File: src/rtl/cpu_pkg.sv
// ----------------------------------------------------------------------------
// cpu_pkg
// Shared definitions for the five-stage MIPS core front end.
//   NOP_INSTR       : all-zero word (sll $0,$0,0), used as the IF/ID bubble
//   RESET_PC_DEF    : default PC after reset
//   EXC_VECTOR_DEF  : default illegal-instruction vector
//   PCSRC_*         : next-PC source encoding, shared with the control decoder
//   ifid_act_e      : what the IF/ID register does on the next edge
// ----------------------------------------------------------------------------
package cpu_pkg;

  localparam logic [31:0] NOP_INSTR      = 32'h0000_0000;
  localparam logic [31:0] RESET_PC_DEF   = 32'h0000_0000;
  localparam logic [31:0] EXC_VECTOR_DEF = 32'h8000_0008;

  localparam logic [2:0] PCSRC_SEQ    = 3'b000;
  localparam logic [2:0] PCSRC_BRANCH = 3'b001;
  localparam logic [2:0] PCSRC_JUMP   = 3'b010;
  localparam logic [2:0] PCSRC_JR     = 3'b011;
  localparam logic [2:0] PCSRC_EXC    = 3'b100;

  typedef enum logic [1:0] {
    ACT_LOAD   = 2'b00,
    ACT_HOLD   = 2'b01,
    ACT_BUBBLE = 2'b10
  } ifid_act_e;

endpackage

File: src/rtl/pc_next_sel.sv
// ----------------------------------------------------------------------------
// pc_next_sel
// Combinational next-PC priority mux and IF/ID action select for fetch_stage.
// Optional feature macro: FETCH_DELAY_SLOT_EN (jumps keep the fetched
// instruction in IF/ID as an architectural delay slot).
// Ports:
//   pc            in  32  current PC
//   stall         in  1   hold PC and IF/ID
//   jump_req      in  1   ID-stage jump request
//   jump_target   in  32  jump destination
//   branch_taken  in  1   EX-stage taken branch
//   branch_target in  32  branch destination
//   exception     in  1   ID-stage illegal instruction
//   pc_plus4      out 32  pc + 4 (wraps silently)
//   next_pc       out 32  PC to load on the next edge
//   ifid_act      out 2   IF/ID load / hold / bubble
// ----------------------------------------------------------------------------
module pc_next_sel
  import cpu_pkg::*;
#(
  parameter logic [31:0] EXC_VECTOR = EXC_VECTOR_DEF
) (
  input  logic        [31:0] pc,
  input  logic               stall,
  input  logic               jump_req,
  input  logic        [31:0] jump_target,
  input  logic               branch_taken,
  input  logic        [31:0] branch_target,
  input  logic               exception,
  output logic        [31:0] pc_plus4,
  output logic        [31:0] next_pc,
  output ifid_act_e          ifid_act
);

  logic [2:0] pc_src;

  assign pc_plus4 = pc + 32'd4;

  // Branch outranks stall because the EX instruction is older; stall outranks
  // jump because a stalled jr/jalr does not yet have a valid target.
  always_comb begin
    pc_src   = PCSRC_SEQ;
    ifid_act = ACT_LOAD;
    if (branch_taken) begin
      pc_src   = PCSRC_BRANCH;
      ifid_act = ACT_BUBBLE;
    end else if (exception) begin
      pc_src   = PCSRC_EXC;
      ifid_act = ACT_BUBBLE;
    end else if (stall) begin
      ifid_act = ACT_HOLD;
    end else if (jump_req) begin
      pc_src   = PCSRC_JUMP;
`ifdef FETCH_DELAY_SLOT_EN
      ifid_act = ACT_LOAD;
`else
      ifid_act = ACT_BUBBLE;
`endif
    end
  end

  always_comb begin
    next_pc = pc_plus4;
    case (pc_src)
      PCSRC_BRANCH:         next_pc = branch_target;
      PCSRC_EXC:            next_pc = EXC_VECTOR;
      PCSRC_JUMP, PCSRC_JR: next_pc = jump_target;
      default:              next_pc = pc_plus4;
    endcase
    if (ifid_act == ACT_HOLD) next_pc = pc;
  end

endmodule

File: src/rtl/fetch_stage.sv
// ----------------------------------------------------------------------------
// fetch_stage
// Instruction-fetch stage plus IF/ID pipeline register. Holds the PC, drives
// the instruction-memory address, captures the fetched word into IF/ID and
// exposes opcode/funct to the ID-stage decoder.
// Optional feature macro: FETCH_DELAY_SLOT_EN (see pc_next_sel).
// Ports:
//   clk, rst_n      clock (rising edge), asynchronous active-low reset
//   imem_addr       out 32  current PC
//   imem_rdata      in  32  instruction at imem_addr (same cycle)
//   stall           in  1   freeze PC and IF/ID
//   jump_req        in  1   ID jump, with jump_target
//   branch_taken    in  1   EX taken branch, with branch_target
//   exception       in  1   ID illegal instruction -> EXC_VECTOR
//   if_id_instr     out 32  registered instruction
//   if_id_pc_plus4  out 32  registered PC+4 of that instruction
//   if_id_valid     out 1   0 = bubble
//   opcode, funct   out 6   fields of if_id_instr
// ----------------------------------------------------------------------------
module fetch_stage
  import cpu_pkg::*;
#(
  parameter logic [31:0] RESET_PC   = RESET_PC_DEF,
  parameter logic [31:0] EXC_VECTOR = EXC_VECTOR_DEF
) (
  input  logic        clk,
  input  logic        rst_n,
  output logic [31:0] imem_addr,
  input  logic [31:0] imem_rdata,
  input  logic        stall,
  input  logic        jump_req,
  input  logic [31:0] jump_target,
  input  logic        branch_taken,
  input  logic [31:0] branch_target,
  input  logic        exception,
  output logic [31:0] if_id_instr,
  output logic [31:0] if_id_pc_plus4,
  output logic        if_id_valid,
  output logic [5:0]  opcode,
  output logic [5:0]  funct
);

  logic [31:0] pc;
  logic [31:0] pc_plus4;
  logic [31:0] next_pc;
  ifid_act_e   ifid_act;

  pc_next_sel #(
    .EXC_VECTOR (EXC_VECTOR)
  ) u_pc_next_sel (
    .pc            (pc),
    .stall         (stall),
    .jump_req      (jump_req),
    .jump_target   (jump_target),
    .branch_taken  (branch_taken),
    .branch_target (branch_target),
    .exception     (exception),
    .pc_plus4      (pc_plus4),
    .next_pc       (next_pc),
    .ifid_act      (ifid_act)
  );

  // IF stage: program counter
  always_ff @(posedge clk or negedge rst_n) begin
    if (!rst_n) pc <= RESET_PC;
    else        pc <= next_pc;
  end

  assign imem_addr = pc;

  // IF/ID boundary
  always_ff @(posedge clk or negedge rst_n) begin
    if (!rst_n) begin
      if_id_instr    <= NOP_INSTR;
      if_id_pc_plus4 <= 32'h0;
      if_id_valid    <= 1'b0;
    end else begin
      case (ifid_act)
        ACT_LOAD: begin
          if_id_instr    <= imem_rdata;
          if_id_pc_plus4 <= pc_plus4;
          if_id_valid    <= 1'b1;
        end
        ACT_BUBBLE: begin
          if_id_instr    <= NOP_INSTR;
          if_id_pc_plus4 <= 32'h0;
          if_id_valid    <= 1'b0;
        end
        default: ;
      endcase
    end
  end

  assign opcode = if_id_instr[31:26];
  assign funct  = if_id_instr[5:0];

endmodule

File: config.mk
export PLATFORM = sky130hd
export DESIGN_NAME = fetch_stage
export DESIGN_NICKNAME = d
export VERILOG_FILES = /design/src/rtl/cpu_pkg.sv /design/src/rtl/pc_next_sel.sv /design/src/rtl/fetch_stage.sv
export SDC_FILE = /design/constraint.sdc
export NUM_CORES = 1
export LEC_CHECK = 0
export BUFFER_PORTS_ARGS = -buffer_cell sky130_fd_sc_hd__buf_2
export CELL_PAD_IN_SITES_DETAIL_PLACEMENT = 0
export CELL_PAD_IN_SITES_GLOBAL_PLACEMENT = 2
export CORE_ASPECT_RATIO = 0.9
export CORE_MARGIN = 1.5
export CORE_UTILIZATION = 29
export CTS_BUF_LIST = sky130_fd_sc_hd__clkbuf_4 sky130_fd_sc_hd__clkbuf_8
export DETAILED_ROUTE_END_ITERATION = 8
export HOLD_SLACK_MARGIN = 0.12
export PLACE_DENSITY_LB_ADDON = 0.1
export SETUP_SLACK_MARGIN = 0.4
export SYNTH_ARGS = -nofsm -noshare
export SYNTH_HDL_FRONTEND = slang
export SYNTH_HIERARCHICAL = 1
export SYNTH_SLANG_ARGS = --single-unit
File: constraint.sdc
create_clock -name clk -period 3.15 [get_ports clk]
set_input_delay 0.315 -clock clk [delete_from_list [all_inputs] [get_ports clk]]
set_output_delay 0.315 -clock clk [all_outputs]
set_load 0.02 [all_outputs]
Yosys cells after proc, flatten, opt, wreduce, memory -nomap -nowiden
Cells that the tools add are included.
- bits in registers: 97
- word-level logic and storage cells: 26
- output and inout bits: 109
- input port bits: 102
- mux-type cells: 12
- add/sub/neg operators: 1
- equality and inequality tests: 6
- reductions and logical operators: 3
- operators with widths (cell ; count):
    32-bit one-hot mux with 2 select lines ; 2
    32-bit one-hot mux with 3 select lines ; 1
    32-bit by 3-bit adder with 32-bit output, second input constant ; 1
    2-bit two-way mux ; 5
    3-bit two-way mux ; 3
    3-bit by 2-bit equality test with 1-bit output, second input constant ; 2
    3-bit by 1-bit equality test with 1-bit output, second input constant ; 1
    3-bit equality test, second input constant ; 1
    2-bit by 1-bit equality test with 1-bit output, second input constant ; 1
    2-bit equality test, second input constant ; 1
    2-bit logical NOT ; 1
    1-bit one-hot mux with 2 select lines ; 1
    2-bit nonzero test ; 1
    2-bit OR reduction ; 1

Logic depth before layout (Yosys ltp)
Gate-level depths: netlist (run 1).
- depth in word-level cells: 7
- mapped depth: 9
- gate-level depth less buffers: 7

Cells and area by module
The synthesis (run 1) kept the hierarchy.
- modules (own cells, without submodules) (module ; times used ; cells each ; area an instance (sq um)):
    fetch_stage ; 1 ; 317 ; 3616.0
    pc_next_sel ; 1 ; 322 ; 1959.4

Least setup slack after synthesis (run 1)
OpenSTA, ideal clock, no wires.
- path type: reg-to-reg
- from: reg pc[9], in the netlist imem_addr[9]
- to: reg if_id_pc_plus4[31]
- data arrival time: 2.237 ns
- stages on the path, launching flop included: 7
- clock period less this slack: 2.358 ns
- required time: 3.029 ns
- path buffers: 1
- setup slack: 0.792 ns
- cell sequence: dfrtp_1 nand4_4 or4_4 buf_6 or4_4 xnor2_1 a22o_1
- word-level cells in the longest chain between the ends: 2
- ends and longest elaborated chain (element ; RTL line ; RTL):
    from (decl) ; fetch_stage.sv:43 ; logic [31:0] pc;
    from (signal assigned) ; fetch_stage.sv:66 ; else pc <= next_pc;
    32-bit by 3-bit adder with 32-bit output ; pc_next_sel.sv:37 ; assign pc_plus4 = pc + 32'd4;
    named net pc_plus4[31] ; fetch_stage.sv:44 ; logic [31:0] pc_plus4;
    32-bit one-hot mux with 2 select lines ; fetch_stage.sv:78 ; case (ifid_act)
    to (signal assigned) ; fetch_stage.sv:81 ; if_id_pc_plus4 <= pc_plus4;
    to (decl) ; fetch_stage.sv:37 ; output logic [31:0] if_id_pc_plus4,
The timed path passes the listed nets, and every way through them passes these cells.
A chain may end at the register's enable or synchronous reset.

Worst setup path in the final report (run 1)
- from: reg pc[8], in the netlist imem_addr[8]
- to: reg if_id_pc_plus4[31]
Same word-level chain as after synthesis.

==> results of run 1 <==
==> metrics by stage <==
stage	hold slack, ns	total power [mW]
2_1_floorplan	0.0194	1.92
3_3_place_gp	0.450	2.22
3_5_place_dp	0.460	2.23
4_1_cts	0.142	3.22
5_1_grt	0.149	3.34
6_report	0.168	3.16
==> cell type report <==
cell class	count	area [um2]
fill	1985	11600
multi-input combinational	473	2770
sequential	97	2430
timing repair buffer	222	1170
tap	245	307
clock buffer	11	151
clock inverter	5	85.1
inverter	13	51.3
==> power breakdown <==
part,total (mW),internal (mW),switching (mW)
combinational,0.723,0.281,0.442
clock,0.968,0.498,0.470
sequential,1.47,1.34,0.127
==> kinds of logic (layout without fill, tap and decap cells) <==
| kind of cell | after synthesis | after routing | synth area share [%] |
|---|---|---|---|
| and+or+nand+nor | 270 | 270 | 25.2 |
| AOI/OAI and AO/OA | 170 | 170 | 18.9 |
| DFF | 97 | 97 | 43.5 |
| buffers and inverters | 69 | 251 | 6.93 |
| xor gates and xnor gates | 28 | 28 | 4.40 |
| muxes | 4 | 4 | 0.741 |
| adders and majority gates | 1 | 1 | 0.224 |
==> routing by layer <==
metal / vias up / track usage, % / part of all wire (%) / wire length, um
met4: 0 / 5.34 / 1.1 / 195
met5: - / 0 / 0 / 0
met1: 2364 / 26.3 / 50 / 8710
met2: 174 / 26.5 / 43 / 7630
met3: 11 / 3.21 / 5.9 / 1030
li1: 2551 / - / - / -
==> worst reg2reg max path: cells and delay by family, from the launching register on <==
family	cells	cell delay, ns
AND/OR/NAND/NOR	3	1.50
AO/OA/AOI/OAI	1	0.19
flip-flops	1	0.52
XOR/XNOR	1	0.15
==> flip-flops by register name, summed over array words and instances, names as in the netlist <==
name and count:
if_id_instr 32, if_id_pc_plus4 32, if_id_valid 1, imem_addr 32
==> worst min-delay path by stage <==
stage | start | depth (start not counted) | endpoint
2_1_floorplan | rst_n | 0 | if_id_instr[0]
3_3_place_gp | rst_n | 1 | if_id_instr[30]
3_5_place_dp | rst_n | 1 | if_id_instr[28]
5_1_grt | imem_rdata[30] | 3 | if_id_instr[30]
4_1_cts | imem_rdata[1] | 3 | if_id_instr[1]
6_report | imem_rdata[6] | 3 | if_id_instr[6]
==> what timing repair did <==
action                                  CTS  global route
gates resized for setup                   0             1
endpoints found under the setup margin    0             2
hold endpoints to repair                 56             0
hold buffers                              1             0
==> Yosys cell counts, drive strengths merged (2+ instances only) <==
master / instances / area [um2]
o2bb2ai: 11 / 96.3
and2: 2 / 12.5
a21o: 7 / 52.6
nand2b: 63 / 394
nor2: 23 / 93.8
or3: 3 / 20.0
dfrtp: 97 / 2430
a21oi: 20 / 104
clkbuf: 23 / 92.6
a221oi: 3 / 26.3
nor4: 5 / 31.3
o31ai: 18 / 135
a22o: 12 / 105
and4: 2 / 18.8
nor2b: 25 / 156
xor2: 6 / 52.6
nand2: 96 / 360
or4: 4 / 38.8
nand4: 6 / 52.6
nand3: 18 / 95.1
buf: 33 / 245
mux2i: 3 / 30.0
xnor2: 22 / 193
nor3: 17 / 90.1
nor3b: 2 / 15.0
a221o: 3 / 31.3
o21ai: 88 / 440
or2: 2 / 12.5
a2bb2oi: 3 / 26.3
inv: 12 / 45.0
==> results.tsv, run 1 <==
metric	value	unit
Worst-path clk slew	0.10	ns
VDD IR-drop max	0.155	mV
DP Cell Count	1049	
post-synthesis sequential area ratio	43.5	%
Vias	5100	
most used cell, CP	or4_4	
drt total wl	17.6	mm
setup clock skew after layout	0.0131	ns
type of the worst min-delay path	in2reg	
Synth Instances	639	
Mean Syn Cell Area	8.73	um2
final std cells w/o fill	1066	
MaxCap Viol Count	0	
yosys warns	6	
slowest stage cell, crit path	or4_4	
Vias/cell	4.78	
GR Util All Layers	17.8	%
critical-path cell list	nand4_4, or4_4, or4_4, xnor2_1, a22o_1	
P_leak	3.30	nW
Clock Tree Buf Depth	2	
worst-margin pin slew	0.782	ns
finished layout cell area	6970	um2
vias in the first global route	4971	
Critical Setup Path Class	reg2reg	
HPWL after detailed placement	13.1	mm
Setup WS pre-CTS	0.496	ns
reg2reg end	if_id_pc_plus4[31]	
Clock Tree Root	clkbuf_8	
Ports	211	
layout cells sized above 1	31.1	%
DP Area	6710	um2
r2r worst-path depth	5	
FMAX	0.405	GHz
fin crit period	2.47	ns
Die H	135	um
asr flop ratio synth	100	%
CTS tree	built	
EDFF count, synth	0	
commonest non-fill, non-tap cells in the layout	buf_2 (209), dfrtp_1 (97), nand2_1 (96), o21ai_0 (67), nand2b_1 (63)	
Buf/Inv on CP	0	
Port Buf Inserts	210	
largest net degree at the start of global routing	63	
arrival time at the worst endpoint	2.74	ns
DR iter-0 viols	277	
initial antenna violation count	0	
total nets after synthesis	742	
Avg WL per Cell	16.5	um
Layout Utilization	37.5	%
synthesized area	5580	um2
CP endpoint kind	flop	
final worst slack	0.682	ns
status	finished, final reports clean	
Clock Latency Late Sink	0.37	ns
core box area	18600	um2
Worst Path Required	3.42	ns
final total negative setup slack	0	ns
# setup viols final	0	
ANT nets after route	0	
RSZ-0062 raised after global routing	false	
Post-CTS Setup Bufs	0	
Critical Path Source Type	flop	
CP delay by family, top	simple AND/OR/NAND/NOR gates	
post-layout net count	919	
Row Count	47	
Die X	149	um
CP max stage delay	0.67	ns
Final Hold Viols	0	
Slew Limit Headroom	47.9	%
Clock Sinks	97	
CTS Buf Count	9	
critical path startpoint	imem_addr[8]	
top_reg_cell synth	dfrtp_1	
PD cells	454	nW/um2
leading cell type in the layout, fill and taps excluded	buf_2	
DIE AREA	20100	um2
P&R area growth vs syn	24.9	%
Yosys reg bits	97	
Reg2Reg Launch Point	imem_addr[8]	
Final GP Congestion	0.771	
n_diodes	0	
Starting Density	30.0	%
final slew viol count	0	
synth unique cells	55	
fin crit share	78.4	%
# DRC	0	
first-pass GRT wire length	27.7	mm
crit-path max FO	9	
H-tree Lvls	3	
R2R Setup Slk	0.68	ns
crit path to	if_id_pc_plus4[31]	
grt total ovfl	0	
CP Depth	5	
First-pass DRT Iterations	5	
(Power assumes the default switching activity.)
==> run 2: changes to the inputs <==
ABC_AREA = 1   (was unset)
CORE_UTILIZATION = 24   (was 29)
clock period = 2.2 ns   (was 3.15 ns; I/O delays follow)
==> results.tsv, run 2 <==
metric	value	unit	change
status	finished, final reports clean		
MaxCap Viol Count	0		unchanged
synthesized area	5390	um2	-3.4%
HP Start	jump_target[2]		
P&R area growth vs syn	35.4	%	
synth unique cells	38		-31%
Worst Path Required	2.46	ns	-0.96 ns
Yosys reg bits	97		unchanged
CP endpoint kind	flop		
DIE AREA	23400	um2	+16%
Worst-path clk slew	0.10	ns	about the same
fin crit period	1.70	ns	-0.773 ns
asr flop ratio synth	100	%	unchanged
CTS Buf Count	9		unchanged
final std cells w/o fill	1263		+18%
setup clock skew after layout	0.0141	ns	+0.000973 ns
Final Hold Viols	0		unchanged
drt total wl	19.5	mm	+11%
PD cells	618	nW/um2	+36%
Die H	145	um	+7.9%
# setup viols final	0		unchanged
commonest non-fill, non-tap cells in the layout	nand2_1 (384), buf_2 (209), dfrtp_1 (93), nor2_1 (40), dlygate4sd3_1 (37)		
Vias/cell	4.36		-8.8%
yosys warns	6		unchanged
CP max stage delay	0.46	ns	-0.21 ns
Synth area leader	dfrtp_1		
Avg WL per Cell	15.4	um	-6.3%
leading cell type in the layout, fill and taps excluded	nand2_1		
post-layout net count	1070		+16%
most used cell, CP	nand2_1		
total nets after synthesis	841		+13%
Clock Latency Late Sink	0.38	ns	about the same
slowest stage cell, crit path	dfrtp_1		
Reg2Reg Launch Point	imem_addr[3]		
first-pass GRT wire length	30.4	mm	+9.7%
RSZ-0062 raised after global routing	true		
CTS tree	built		
Synth Instances	738		+15%
Slew Limit Headroom	50.6	%	+2.7 points
arrival time at the worst endpoint	1.96	ns	-0.78 ns
top_reg_cell synth	dfrtp_1		
DP Cell Count	1204		+15%
crit-path max FO	5		-4
top area cells in the synthesized netlist	dfrtp_1 (45%), nand2_1 (27%), buf_4 (2.9%), nor2_1 (2.9%), nand3_1 (2.4%)		
FMAX	0.590	GHz	+46%
synth cell count leaders	nand2_1 (384), dfrtp_1 (97), nor2_1 (42), inv_1 (27), nand3_1 (26)		
critical-path cell list	ha_4, nand2_2, nor2_4, inv_1, nor2_4, nand2_1, nand2_1, nand2_1, o21bai_1, nand2_1		
Mean Syn Cell Area	7.30	um2	-16%
Die X	161	um	+7.9%
vias in the first global route	5494		+11%
final total negative setup slack	0	ns	unchanged
type of the worst min-delay path	in2reg		
Critical Path Source Type	flop		
Port Buf Inserts	210		unchanged
VDD IR-drop max	0.225	mV	+46%
EDFF count, synth	0		unchanged
Power Total	4.51	mW	+43%
Critical Setup Path Class	reg2reg		
largest net degree at the start of global routing	64		+1.6%
H-tree Lvls	3		unchanged
Clock Tree Buf Depth	2		unchanged
GR Util All Layers	16.6	%	-1.2 points
initial antenna violation count	0		unchanged
DR iter-0 viols	363		+31%
critical path startpoint	imem_addr[3]		
share of the synthesized area in the top cell type	45.1	%	+1.5 points
fin crit share	77.1	%	-1.3 points
Vias	5512		+8.1%
ANT nets after route	0		unchanged
n_diodes	0		unchanged
hold slack	0.140	ns	-0.0285 ns
First-pass DRT Iterations	4		-1
Ports	211		unchanged
Clock Sinks	97		unchanged
finished layout cell area	7290	um2	+4.7%
# DRC	0		unchanged
P_leak	4.05	nW	+23%
worst-margin pin slew	0.740	ns	-0.0419 ns
Clock Tree Root	clkbuf_8		
most common cell in the netlist	nand2_1		
Final GP Congestion	0.790		+2.5%
grt total ovfl	0		unchanged
core box area	21800	um2	+17%
final slew viol count	0		unchanged
post-synthesis sequential area ratio	45.1	%	+1.5 points
Row Count	51		+8.5%
layout cells sized above 1	30.0	%	-1.0 points
Starting Density	24.7	%	-5.3 points
HPWL after detailed placement	14.5	mm	+11%
DP Area	6620	um2	-1.4%
==> run 2: timing repair <==
action / CTS / global route
hold buffers: 37 / 0
pin swaps: 1 / 2
endpoints found under the hold margin: 68 / 0
gates resized for setup: 1 / 8
setup endpoints to repair: 2 / 9
buffers inserted: 2 / 4
gates cloned: 0 / 0
==> run 2: cells by family after synthesis <==
kind of cell | synth area share [%]
multiplexers | 0.209
AND/OR/NAND/NOR | 38.9
XOR/XNOR | 1.90
AO/OA/AOI/OAI | 6.41
buffers and inverters | 7.29
adder cells (fa/ha/maj) | 0.232
flip-flops | 45.1
==> run 2: final timing paths <==
kind,end,slack (ns),depth (start not counted)
worst max-delay path,imem_addr[30],0.50,10
worst min-delay path,imem_addr[2],0.14,3
worst max register to register,imem_addr[30],0.50,10
worst min register to register,if_id_pc_plus4[28],0.48,2
max in group asynchronous,imem_addr[25],1.09,3
min in group asynchronous,if_id_instr[1],0.34,2
==> run 2: area by class of cell <==
type / instances / area (um2)
Sequential cell: 97 / 2430
Multi-Input combinational cell: 564 / 2590
Inverter: 32 / 120
Timing Repair Buffer: 263 / 1560
Clock buffer: 11 / 145
Tap cell: 291 / 364
Fill cell: 2478 / 14500
Clock inverter: 5 / 85.1
==> run 2: worst max-delay path: cells and delay by family (launching register included) <==
kind	cells	cell delay (ns)
compound gates	1	0.12
fa+ha+maj	1	0.18
buf+inv	1	0.11
simple gates	7	0.70
flops	1	0.46
==> run 2: per-stage QoR <==
stage | setup slack [ns] | util [%]
global placement | 0.374 | 30.3
CTS | 0.413 | 33.2
detailed placement | 0.344 | 30.3
global route | 0.389 | 33.4
finish | 0.504 | 33.4
floorplan | 0.553 | -
==> run 2: routing by layer <==
metal	GRT usage, %	routed length [um]	up-vias
li1	-	-	2744
met1	23.7	9530	2557
met2	25.8	8520	197
met3	2.77	1220	14
met4	4.72	225	0
met5	0	0	-
==> run 2: power breakdown <==
part	switching, mW	internal (mW)	total [mW]
logic	0.668	0.389	1.06
clock network	0.691	0.694	1.38
registers	0.154	1.91	2.06
total	1.51	2.99	4.51
==> run 3: changes to the inputs <==
clock period = 1.52 ns   (was 2.2 ns; I/O delays follow)
==> results.tsv, run 3 (synthesized netlist as in run 2, its figures left out) <==
metric	value	unit	change
VDD IR-drop max	0.346	mV	+54%
Worst Path Required	1.79	ns	-0.67 ns
slowest stage cell, crit path	dfrtp_2		
layout cells sized above 1	46.9	%	+17 points
Ports	211		unchanged
drt total wl	20.9	mm	+7.0%
fin crit period	1.58	ns	-0.120 ns
area of the multi-input gates	3090	um2	+19%
status	finished with violations		
CTS Buf Count	9		unchanged
CP max stage delay	0.41	ns	-0.05 ns
fraction of power spent switching nets	32.9	%	-0.72 points
critical-path cell list	ha_4, nand2_4, nor2_4, inv_2, nor2_4, nand2_1, nand2_1, nand2_2, o21bai_1, nand2_1		
# setup viols final	8		+8
grt total ovfl	0		unchanged
setup clock skew after layout	0.00901	ns	-0.00508 ns
type of the worst min-delay path	in2reg		
CTS tree	built		
final slew viol count	0		unchanged
Clock Tree Root	clkbuf_8		
HPWL after detailed placement	14.9	mm	+2.5%
FF/Latch Area	2460	um2	+1.0%
DR iter-0 viols	293		-19%
initial antenna violation count	0		unchanged
First-pass DRT Iterations	4		unchanged
Worst-path clk slew	0.10	ns	about the same
Clock Latency Late Sink	0.37	ns	about the same
H-tree Lvls	3		unchanged
r2r worst-path depth	10		unchanged
vias in the first global route	5840		+6.3%
Seq pwr share	40.3	%	-5.5 points
first-pass GRT wire length	31.5	mm	+3.4%
FMAX	0.635	GHz	+7.6%
P_leak	4.97	nW	+23%
P&R area growth vs syn	73.4	%	
final worst slack	-0.0557	ns	-0.560 ns
ANT nets after route	0		unchanged
Logic pwr share	33.4	%	+9.9 points
Clock Tree Buf Depth	2		unchanged
reg2reg end	imem_addr[30]		
Global Route met2 Usage	27.3	%	+1.6 points
hold slack	0.138	ns	-0.00130 ns
MaxCap Viol Count	0		unchanged
Die X	161	um	unchanged
n_diodes	0		unchanged
Setup WS pre-CTS	-0.181	ns	-0.526 ns
Die H	145	um	unchanged
Slew Limit Headroom	52.6	%	+2.0 points
post-layout net count	1194		+12%
Final Hold Viols	0		unchanged
commonest non-fill, non-tap cells in the layout	nand2_1 (343), buf_2 (145), buf_6 (102), buf_4 (93), dfrtp_1 (73)		
met1 Track Usage GR	24.6	%	+0.99 points
fin crit share	104	%	+27 points
core box area	21800	um2	unchanged
# DRC	0		unchanged
FILL cells	2264		-8.6%
internal cell power	4.97	mW	+66%
Vias	5917		+7.3%
Critical Setup Path Class	reg2reg		
crit-path max FO	4		-1
final total negative setup slack	-0.183	ns	-0.183 ns
Port Buf Inserts	210		unchanged
critical path startpoint	imem_addr[3]		
arrival time at the worst endpoint	1.85	ns	-0.11 ns
RSZ-0062 raised after global routing	true		
CP endpoint kind	flop		
Clock Sinks	97		unchanged
Row Count	51		unchanged
GR Util met3	2.32	%	-0.46 points
hold depth	3		unchanged
DIE AREA	23400	um2	unchanged
largest net degree at the start of global routing	45		-30%
worst-margin pin slew	0.710	ns	-0.0303 ns
leading cell type in the layout, fill and taps excluded	nand2_1		
GR Util All Layers	17.5	%	+0.83 points
Starting Density	24.7	%	unchanged
failing checks	negative setup slack		
Avg WL per Cell	15.0	um	-2.6%
HP Start	branch_target[4]		
Sw Pwr	2.44	mW	+61%
R2R Setup Slk	-0.06	ns	-0.56 ns
PD cells	793	nW/um2	+28%
clock power share	26.3	%	-4.4 points
GRT busiest layer	met2		
Reg2Reg Launch Point	imem_addr[3]		
Final GP Congestion	0.796		+0.71%
Critical Path Source Type	flop		
Vias/cell	4.27		-2.2%
most used cell, CP	nand2_1		
Hold EP	imem_addr[4]		
## run 3: cell types whose count changed in the layout (fill, tap and decap cells not counted), moves of 15 or more
| cell | before | now |
|---|---|---|
| dfrtp_1 | 93 | 73 |
| buf_6 | 0 | 102 |
| nor2_4 | 9 | 29 |
| nand2_4 | 1 | 16 |
| buf_2 | 209 | 145 |
| dfrtp_2 | 4 | 24 |
| nand2_1 | 384 | 343 |
| buf_4 | 16 | 93 |
| nand2_2 | 11 | 35 |
| nor2_1 | 40 | 22 |
## run 3: repair_timing
item / 4_1_cts / 5_1_grt
endpoints found under the setup margin: 140 / 163
hold endpoints to repair: 133 / 0
resized for setup: 174 / 104
pin swaps: 40 / 38
buffers inserted: 41 / 43
hold buffers: 40 / 0
cloned: 1 / 0
## run 3: critical path: cells and delay by family, from the launching register on
family	cells	cell delay (ns)
simple gates	7	0.66
flops	1	0.41
compound gates	1	0.16
fa+ha+maj	1	0.15
buf+inv	1	0.08
## run 3: routing by layer
layer,vias up,wire (um)
li1,2994,-
met1,2722,9960
met2,184,9250
met3,17,1350
met4,0,301
met5,-,0
## run 3: worst max path at each step
stage	end
after floorplan	imem_addr[30]
after global placement	imem_addr[30]
after detailed placement	imem_addr[30]
after CTS	imem_addr[30]
after global routing	imem_addr[18]
final	imem_addr[30]
## run 3: power groups by stage
stage / combinational [mW] / sequential (mW) / clock (mW)
2_1_floorplan: 0.698 / 3.24 / 0
3_3_place_gp: 1.70 / 3.01 / 0
3_5_place_dp: 1.71 / 3.01 / 0
4_1_cts: 2.24 / 2.98 / 2.05
5_1_grt: 2.67 / 3.02 / 2.14
6_report: 2.47 / 2.99 / 1.95
## run 3: layout make-up
type,count,share of cell area (%)
Timing Repair Buffer,386,33.1
Multi-Input combinational cell,565,33.0
Sequential cell,97,26.3
Tap cell,291,3.90
Clock buffer,12,1.57
Inverter,32,1.31
Clock inverter,4,0.817
## run 3: per-stage QoR
stage	total power, mW	util [%]	instances	instance area [um2]
global route	7.83	42.8	1387	9340
floorplan	3.94	-	738	5600
finish	7.41	42.8	1387	9340
detailed placement	4.72	32.5	1246	7090
global placement	4.70	32.5	1246	7090
CTS	7.28	39.6	1344	8630
